===== config.mk =====
export PLATFORM = sky130hd
export DESIGN_NAME = ex_mem_buffer
export DESIGN_NICKNAME = d
export VERILOG_FILES = /design/src/rtl/ex_mem_buffer_pkg.sv /design/src/rtl/ex_mem_buffer_pipe_reg.sv /design/src/rtl/ex_mem_buffer.sv
export SDC_FILE = /design/constraint.sdc
export NUM_CORES = 1
export LEC_CHECK = 0
export ABC_AREA = 1
export CAP_MARGIN = 20
export CELL_PAD_IN_SITES_DETAIL_PLACEMENT = 1
export CELL_PAD_IN_SITES_GLOBAL_PLACEMENT = 1
export CORE_ASPECT_RATIO = 1.25
export CORE_MARGIN = 5
export CORE_UTILIZATION = 27
export CTS_CLUSTER_SIZE = 40
export DETAILED_ROUTE_END_ITERATION = 8
export MAX_ROUTING_LAYER = met4
export PLACE_DENSITY = 0.9
export SLEW_MARGIN = 0
export SYNTH_ARGS = -nofsm -noshare
export SYNTH_HDL_FRONTEND = slang
export SYNTH_SLANG_ARGS = --single-unit

===== constraint.sdc =====
create_clock -name clk -period 0.8 [get_ports clk]
set_input_delay 0.08 -clock clk [delete_from_list [all_inputs] [get_ports clk]]
set_output_delay 0.08 -clock clk [all_outputs]
set_load 0.05 [all_outputs]

===== src/rtl/ex_mem_buffer_pkg.sv =====
// Shared definitions for the EX/MEM stage buffer and its neighbouring stage buffers.
package ex_mem_buffer_pkg;

  localparam int unsigned DATA_W = 16;
  localparam logic [DATA_W-1:0] RST_VAL = '0;

  // The six EX/MEM fields as one bundle, in pipeline lane order.
  typedef struct packed {
    logic [DATA_W-1:0] write_back_ctrl;
    logic [DATA_W-1:0] memory_ctrl;
    logic [DATA_W-1:0] alu_result_top;
    logic [DATA_W-1:0] alu_result_bottom;
    logic [DATA_W-1:0] sign_ext;
    logic [DATA_W-1:0] inst;
  } ex_mem_fields_t;

endpackage


===== src/rtl/ex_mem_buffer_pipe_reg.sv =====
// Single pipeline lane: WIDTH-bit register, async active-low clear, active-high hold.
module pipe_reg
  import ex_mem_buffer_pkg::*;
#(
  parameter int unsigned WIDTH = DATA_W
) (
  input  logic             clk,
  input  logic             rst,
  input  logic             halt,
  input  logic [WIDTH-1:0] d,
  output logic [WIDTH-1:0] q
);

  // Clear on reset, otherwise load unless the pipeline is stalled.
  always_ff @(posedge clk or negedge rst) begin
    if (!rst) begin
      q <= WIDTH'(RST_VAL);
    end else if (!halt) begin
      q <= d;
    end
  end

endmodule


===== src/rtl/ex_mem_buffer.sv =====
// EX/MEM pipeline register: six independent lanes sharing clock, reset and stall.
module ex_mem_buffer
  import ex_mem_buffer_pkg::*;
#(
  parameter int unsigned WIDTH = DATA_W
) (
  input  logic             clk,
  input  logic             rst,
  input  logic             halt,
  input  logic [WIDTH-1:0] write_back_ctrl_sgnl,
  input  logic [WIDTH-1:0] memory_ctrl_sgnl,
  input  logic [WIDTH-1:0] alu_result_top_half,
  input  logic [WIDTH-1:0] alu_result_bottom_half,
  input  logic [WIDTH-1:0] sign_ext_buff_in,
  input  logic [WIDTH-1:0] inst_buff_in,
  output logic [WIDTH-1:0] write_back_ctrl_sgnl_out,
  output logic [WIDTH-1:0] memory_ctrl_sgnl_out,
  output logic [WIDTH-1:0] alu_result_top_half_out,
  output logic [WIDTH-1:0] alu_result_bottom_half_out,
  output logic [WIDTH-1:0] sign_ext_buff_out,
  output logic [WIDTH-1:0] inst_buff_out
);

  pipe_reg #(.WIDTH(WIDTH)) u_wb_reg (
    .clk  (clk),
    .rst  (rst),
    .halt (halt),
    .d    (write_back_ctrl_sgnl),
    .q    (write_back_ctrl_sgnl_out)
  );

  pipe_reg #(.WIDTH(WIDTH)) u_mem_reg (
    .clk  (clk),
    .rst  (rst),
    .halt (halt),
    .d    (memory_ctrl_sgnl),
    .q    (memory_ctrl_sgnl_out)
  );

  pipe_reg #(.WIDTH(WIDTH)) u_alu_top_reg (
    .clk  (clk),
    .rst  (rst),
    .halt (halt),
    .d    (alu_result_top_half),
    .q    (alu_result_top_half_out)
  );

  pipe_reg #(.WIDTH(WIDTH)) u_alu_bottom_reg (
    .clk  (clk),
    .rst  (rst),
    .halt (halt),
    .d    (alu_result_bottom_half),
    .q    (alu_result_bottom_half_out)
  );

  pipe_reg #(.WIDTH(WIDTH)) u_sext_reg (
    .clk  (clk),
    .rst  (rst),
    .halt (halt),
    .d    (sign_ext_buff_in),
    .q    (sign_ext_buff_out)
  );

  pipe_reg #(.WIDTH(WIDTH)) u_inst_reg (
    .clk  (clk),
    .rst  (rst),
    .halt (halt),
    .d    (inst_buff_in),
    .q    (inst_buff_out)
  );

endmodule


==> results.md, run 1 <==
* Final Slew Violations at 0
* Share of post-route cells with drive strength above 1 at about two fifths
* Clk_lat worst skew at roughly 0.33 ns
* Synth warn at 0
* Fin Setup TNS at -18.33 ns
* Crit path buf inv count at 1
* Number of hold violations in the final report at 0
* Mean Syn Cell Area at 8.94 um^2
* Max Used Layer: met4
* Peak supply drop at 1.00 mV
* Area growth syn-to-layout at 100%
* Crit path time final at slightly above 1 ns
* PnR worst setup slack at -0.205 ns
* Worst Hold Margin at 0.228 ns
* Worst-path clk slew at roughly 0.070 ns
* DRT iter0 DRCs at around 140
* DR vias/cell at 4.39
* Switching pwr at between 4 and 5 mW
* Drt first pass iters at 5
* Starting Density at 27.4%
* Routed via count at 3449
* Area after DPL at approximately 6800 um^2
* Initial antenna violation count at 0
* Yosys cell types at 6
* DRC at 0
* Diode count at 0
* Dpl hpwl at between 10000 and 15000 um
* Vias in the first global route at between 4000 and 5000
* GRT Total Usage at between 10% and 20%
* TritonCTS clock tree: built
* F_max at roughly 990 MHz
* IO Port Bufs at between 150 and 200
* Failing checks: setup timing
* Clock power frac at around 27%
* CP delay by family, top: flip-flops
* Tcrit/Tclk final at 126%
* # IOs at 195
* Die ar. at about 16000 um^2
* NumNets Final at roughly 710
* CTS buffer count at 9
* Placed insts at 756
* CTS Buffer Depth at 2
* Logic pwr share at ~33%
* Fin cells at 786
* Slowest CP cell: dfrtp_2
* Final Routed Wirelength at ~13000 um
* Int Pwr at roughly 9.9 mW
* First-pass GRT wire length at 20800 um
* Largest net degree at the start of global routing at 63
* Slew @ Worst Pin at ~0.43 ns
* H-tree depth at 3
* Relative slew slack at 71.0%
* Crit Path Category: reg2out
* CP max FO at 2
* Chip Height at 140 um
* DRT antenna net count at 0
* WL met1 at just under 5000 um
* Clock Skew at 0 ns
* Met2 WL at ~7100 um
* Outcome: finished with violations
* Hold WC Path Type: in2reg
* FP Rows at 47
* Worst EP required at around 0.72 ns
* Crit path DAT at 0.93 ns
* Max incr delay on CP at between 0.4 and 0.5 ns
* Post-synthesis sequential area ratio at between 60% and 70%
* Syn nets at roughly 510
* Crit. End Element: output pin
* Sw Share at between 30% and 40%
* Wire length per cell at about 17 um
* Design area at about 7300 um^2
* Static leakage at around 3.4 nW
* Die W at between 100 and 150 um
* Global route overflow at 0
* Crit-path cells: buf_12
* Endpoints failing setup at 96
* Core Region at around 13000 um^2
* Syn Std Cell Area at around 3600 um^2
* Mapped Cells at approximately 410
* Synth Register Bits at between 90 and 100
* Power Dens Cells at around 2000 nW/um^2
* Gpl congestion at between 0.7 and 0.8
* Sequential power share at around 40%
* Met3 wire len at between 1000 and 1500 um
* Max capacitance violation total at 0
* Crit path launch type: register
* RSZ-0062 raised after global routing: yes
* CTS Root Cell: clkbuf_16
* Clk sinks at 96
==> cells by family after synthesis <==
logic type,synth area share (%)
AND/OR/NAND/NOR,29.8
flip-flops,66.2
buffers and inverters,4.03
==> per-stage QoR <==
| step | setup slack, ns | power, mW | util (%) |
|---|---|---|---|
| 2_1_floorplan | 0.0468 | 7.76 | - |
| 3_3_place_gp | -0.00547 | 10.6 | 51.6 |
| 3_5_place_dp | -0.0925 | 10.7 | 51.6 |
| 4_1_cts | -0.223 | 14.8 | 54.2 |
| 5_1_grt | -0.237 | 15.3 | 54.9 |
| 6_report | -0.205 | 14.7 | 54.9 |
==> placed cells by master (no fill, tap or decap), drive strengths merged <==
cell type / count
clkinv: 2
dfrtp: 96
inv: 1
buf: 117
clkdlybuf4s50: 96
clkbuf: 11
dlygate4sd3: 1
nand2: 288
clkinvlp: 3
==> cell usage after synthesis <==
| cell | count | share of area (%) |
|---|---|---|
| buf_6 | 2 | 0.62 |
| buf_4 | 9 | 1.9 |
| inv_4 | 1 | 0.17 |
| nand2_1 | 288 | 30 |
| dfrtp_1 | 96 | 66 |
| buf_2 | 10 | 1.4 |
==> metal layers <==
layer	vias up	global-route usage, %
met4	0	4.68
li1	1616	-
met3	19	5.95
met2	143	30.0
met1	1671	18.2
met5	-	-
==> path summary, 6_finish.rpt <==
kind	startpoint	to	slack (ns)	depth (start not counted)
worst min register to register	u_inst_reg.q[13]$_DFFE_PN0N_	u_inst_reg.q[13]$_DFFE_PN0N_	0.53	2
worst min-delay path	halt	u_inst_reg.q[14]$_DFFE_PN0N_	0.23	4
worst max-delay path	u_inst_reg.q[3]$_DFFE_PN0N_	inst_buff_out[3]	-0.21	1
max in group asynchronous	rst	u_alu_bottom_reg.q[14]$_DFFE_PN0N_	0.16	3
min in group asynchronous	rst	u_wb_reg.q[1]$_DFFE_PN0N_	0.29	3
worst max register to register	u_alu_top_reg.q[11]$_DFFE_PN0N_	u_alu_top_reg.q[11]$_DFFE_PN0N_	0.01	3
==> registers in the layout, indices dropped and copies added (netlist names) <==
signal / cells
u_alu_bottom_reg.q: 16
u_alu_top_reg.q: 16
u_inst_reg.q: 16
u_mem_reg.q: 16
u_sext_reg.q: 16
u_wb_reg.q: 16
==> power groups by stage <==
stage               Combinational (mW)  Sequential [mW]  Clock, mW
global placement                  4.64             5.93          0
detailed placement                4.76             5.97          0
finish                            4.83             5.87       3.99
CTS                               4.83             5.87       4.13
floorplan                        0.531             7.22          0
global route                      5.06             5.92       4.36
==> layout make-up <==
class,instances,area (um^2)
clock buffers,11,243
clock inverters,5,32.5
fillers,1399,5970
inverters,1,6.26
multi-input cells,288,1110
flip-flops and latches,96,2520
well taps,171,214
repair buffers,214,3140
==> repair_timing <==
item	CTS	global route
setup endpoints to repair	96	104
endpoints found under the hold margin	96	0
pin swaps	0	10
setup buffers	8	7
resized for setup	0	18
hold buffers	1	0
Power figures use the tool's default switching activity.
==> run 2: changes to the inputs <==
CORE_MARGIN = not set   (was 5)
==> run 2 against run 1 <==
- the run still ends with setup timing left
- non-clock buffer count rose by 3
- first-iteration DRC count decreased by 36%
- global-route usage grew 2.4 points
- critical path type unchanged
- largest cell class unchanged
==> results.md, run 2 (synthesis gave the netlist of run 1 again) <==
* Sw Share at around a third
* Most frequent cells in the layout: nand2_1 (278), buf_12 (102), clkdlybuf4s50_1 (96), dfrtp_2 (96)
* Die W at between 100 and 150 um
* F_max at slightly below 1000 MHz
* Static leakage at between 3 and 4 nW
* Clk_lat worst skew at about 0.34 ns
* Crit path launch type: register
* NumNets Final at 712
* Sequential cell area at between 2000 and 3000 um^2
* Design area at about 7300 um^2
* CTS Buffer Depth at 2
* Worst-path clk slew at around 0.060 ns
* R2R depth at 4
* Clock Skew at 0 ns
* Crit path DAT at about 0.93 ns
* Logic pwr share at 32.5%
* Power Dens Cells at between 2000 and 2500 nW/um^2
* Slowest CP cell: dfrtp_2
* Endpoints failing setup at 97
* Worst r2r src: u_alu_top_reg.q[6]$_DFFE_PN0N_
* Dpl hpwl at between 9000 and 10000 um
* Global route overflow at 0
* Commonest non-fill, non-tap cell in the layout: nand2_1
* Crit Path Category: reg2out
* Worst EP required at between 0.7 and 0.8 ns
* Diode count at 0
* Clk sinks at 96
* DR vias/cell at 4.38
* CP delay by family, top: flip-flops
* DRT antenna net count at 0
* Chip Height at around 130 um
* Relative slew slack at 80.1%
* Wire length per cell at 16.4 um
* Drt first pass iters at 5
* Max capacitance violation total at 0
* FP Rows at 47
* PnR worst setup slack at -0.212 ns
* Crit-path cells: buf_12
* Crit path buf inv count at 1
* Tcrit/Tclk final at 127%
* Area of the multi-input gates at about 1100 um^2
* Final Slew Violations at 0
* Filler cells at roughly 1400
* CTS Root Cell: clkbuf_16
* GRT Total Usage at approximately a fifth
* Max incr delay on CP at 0.44 ns
* DRC at 0
* Crit. End Element: output pin
* Hold Path End: u_wb_reg.q[14]$_DFFE_PN0N_
* Final Routed Wirelength at around 13000 um
* CP max FO at 2
* RSZ-0062 raised after global routing: yes
* Gpl congestion at around 0.79
* Area after DPL at 6860 um^2
* Largest net degree at the start of global routing at between 60 and 70
* Starting Density at between 20% and 30%
* Total power at roughly 15 mW
* IO Port Bufs at 194
* Sequential power share at slightly below 40%
* Peak supply drop at roughly 1.3 mV
* Initial antenna violation count at 0
* R2R setup slack at -0.10 ns
* Slew @ Worst Pin at 0.298 ns
* Failing checks: setup timing
* Hold WC Path Type: in2reg
* Number of hold violations in the final report at 0
* Share of post-route cells with drive strength above 1 at a little under 40%
* Hold_sp: halt
* Core Region at 13200 um^2
* Clock power frac at 28.1%
* # IOs at 195
* Outcome: finished with violations
* H-tree depth at 3
* Die ar. at between 10000 and 15000 um^2
* Routed via count at around 3500
* Int Pwr at roughly 10 mW
* Hold path depth at 4
* First-pass GRT wire length at roughly 20000 um
* DRT iter0 DRCs at 92
* TritonCTS clock tree: built
* Switching pwr at 4.77 mW
* CTS buffer count at 9
* Crit path time final at ~1.0 ns
* Vias in the first global route at a little under 4000
* Area growth syn-to-layout at 102%
* Reg-to-Reg End: u_alu_top_reg.q[6]$_DFFE_PN0N_
==> run 2: cell types whose count changed in the layout (fill, tap and decap cells not counted), sizes merged <==
| cell | change |
|---|---|
| clkbuf | +2 |
| clkinv | -2 |
| inv | +1 |
| clkinvlp | -1 |
| buf | +3 |
==> run 2: power groups by stage <==
stage / combinational, mW / sequential [mW] / clock (mW)
6_report: 4.85 / 5.89 / 4.20
5_1_grt: 5.06 / 5.93 / 4.48
4_1_cts: 4.84 / 5.89 / 4.33
3_5_place_dp: 4.75 / 5.97 / 0
3_3_place_gp: 4.62 / 5.94 / 0
2_1_floorplan: 0.531 / 7.22 / 0
==> run 2: layer usage <==
| layer | routed length [um] | share of wire (%) | vias to the layer above | GRT usage [%] |
|---|---|---|---|---|
| met1 | 4930 | 38 | 1669 | 21.0 |
| met3 | 700 | 5.4 | 18 | 3.32 |
| li1 | - | - | 1621 | - |
| met5 | 0 | 0 | - | - |
| met2 | 7000 | 54 | 145 | 35.3 |
| met4 | 307 | 2.4 | 0 | 7.79 |
==> run 2: worst max-delay path by stage <==
stage,cells past startpoint,end,start,slack (ns)
after CTS,1,inst_buff_out[7],u_inst_reg.q[7]$_DFFE_PN0N_,-0.23
after detailed placement,5,u_inst_reg.q[12]$_DFFE_PN0N_,halt,-0.01
after global placement,3,u_alu_bottom_reg.q[9]$_DFFE_PN0N_,alu_result_bottom_half[9],0.05
final,1,inst_buff_out[7],u_inst_reg.q[7]$_DFFE_PN0N_,-0.21
after global routing,1,sign_ext_buff_out[0],u_sext_reg.q[0]$_DFFE_PN0N_,-0.24
after floorplan,2,u_alu_bottom_reg.q[0]$_DFFE_PN0N_,u_alu_bottom_reg.q[0]$_DFFE_PN0N_,0.05
==> run 2: area by class of cell <==
class / instances / area share, %
timing repair buffer: 217 / 43.4
sequential: 96 / 34.5
multi-input combinational: 288 / 15.1
clock buffer: 13 / 3.69
tap: 171 / 2.92
clock inverter: 3 / 0.325
inverter: 1 / 0.0855
==> run 2: through the flow <==
stage	setup TNS [ns]	utilization, %	std cells	hold WS, ns	worst slack [ns]
after floorplan	0	-	406	-0.216	0.0468
after global placement	0	52.1	758	0.0939	0.0505
after detailed placement	-0.0578	52.1	758	0.103	-0.0149
after CTS	-20.63	54.9	784	0.0718	-0.231
after global routing	-21.30	55.6	789	0.108	-0.236
final	-18.96	55.6	789	0.0833	-0.212
==> run 2: timing repair <==
item                       in CTS  in global routing
resized for setup               3                 15
setup buffers                   9                  5
hold endpoints to repair       96                  0
hold buffers                    1                  0
pin swaps                       1                  4
setup endpoints to repair      96                103
==> run 2: tightest hold or removal path, cell delays in order <==
cell,delay [ns]
buf_4,0.13
inv_4,0.07
nand2_1,0.06
nand2_1,0.04
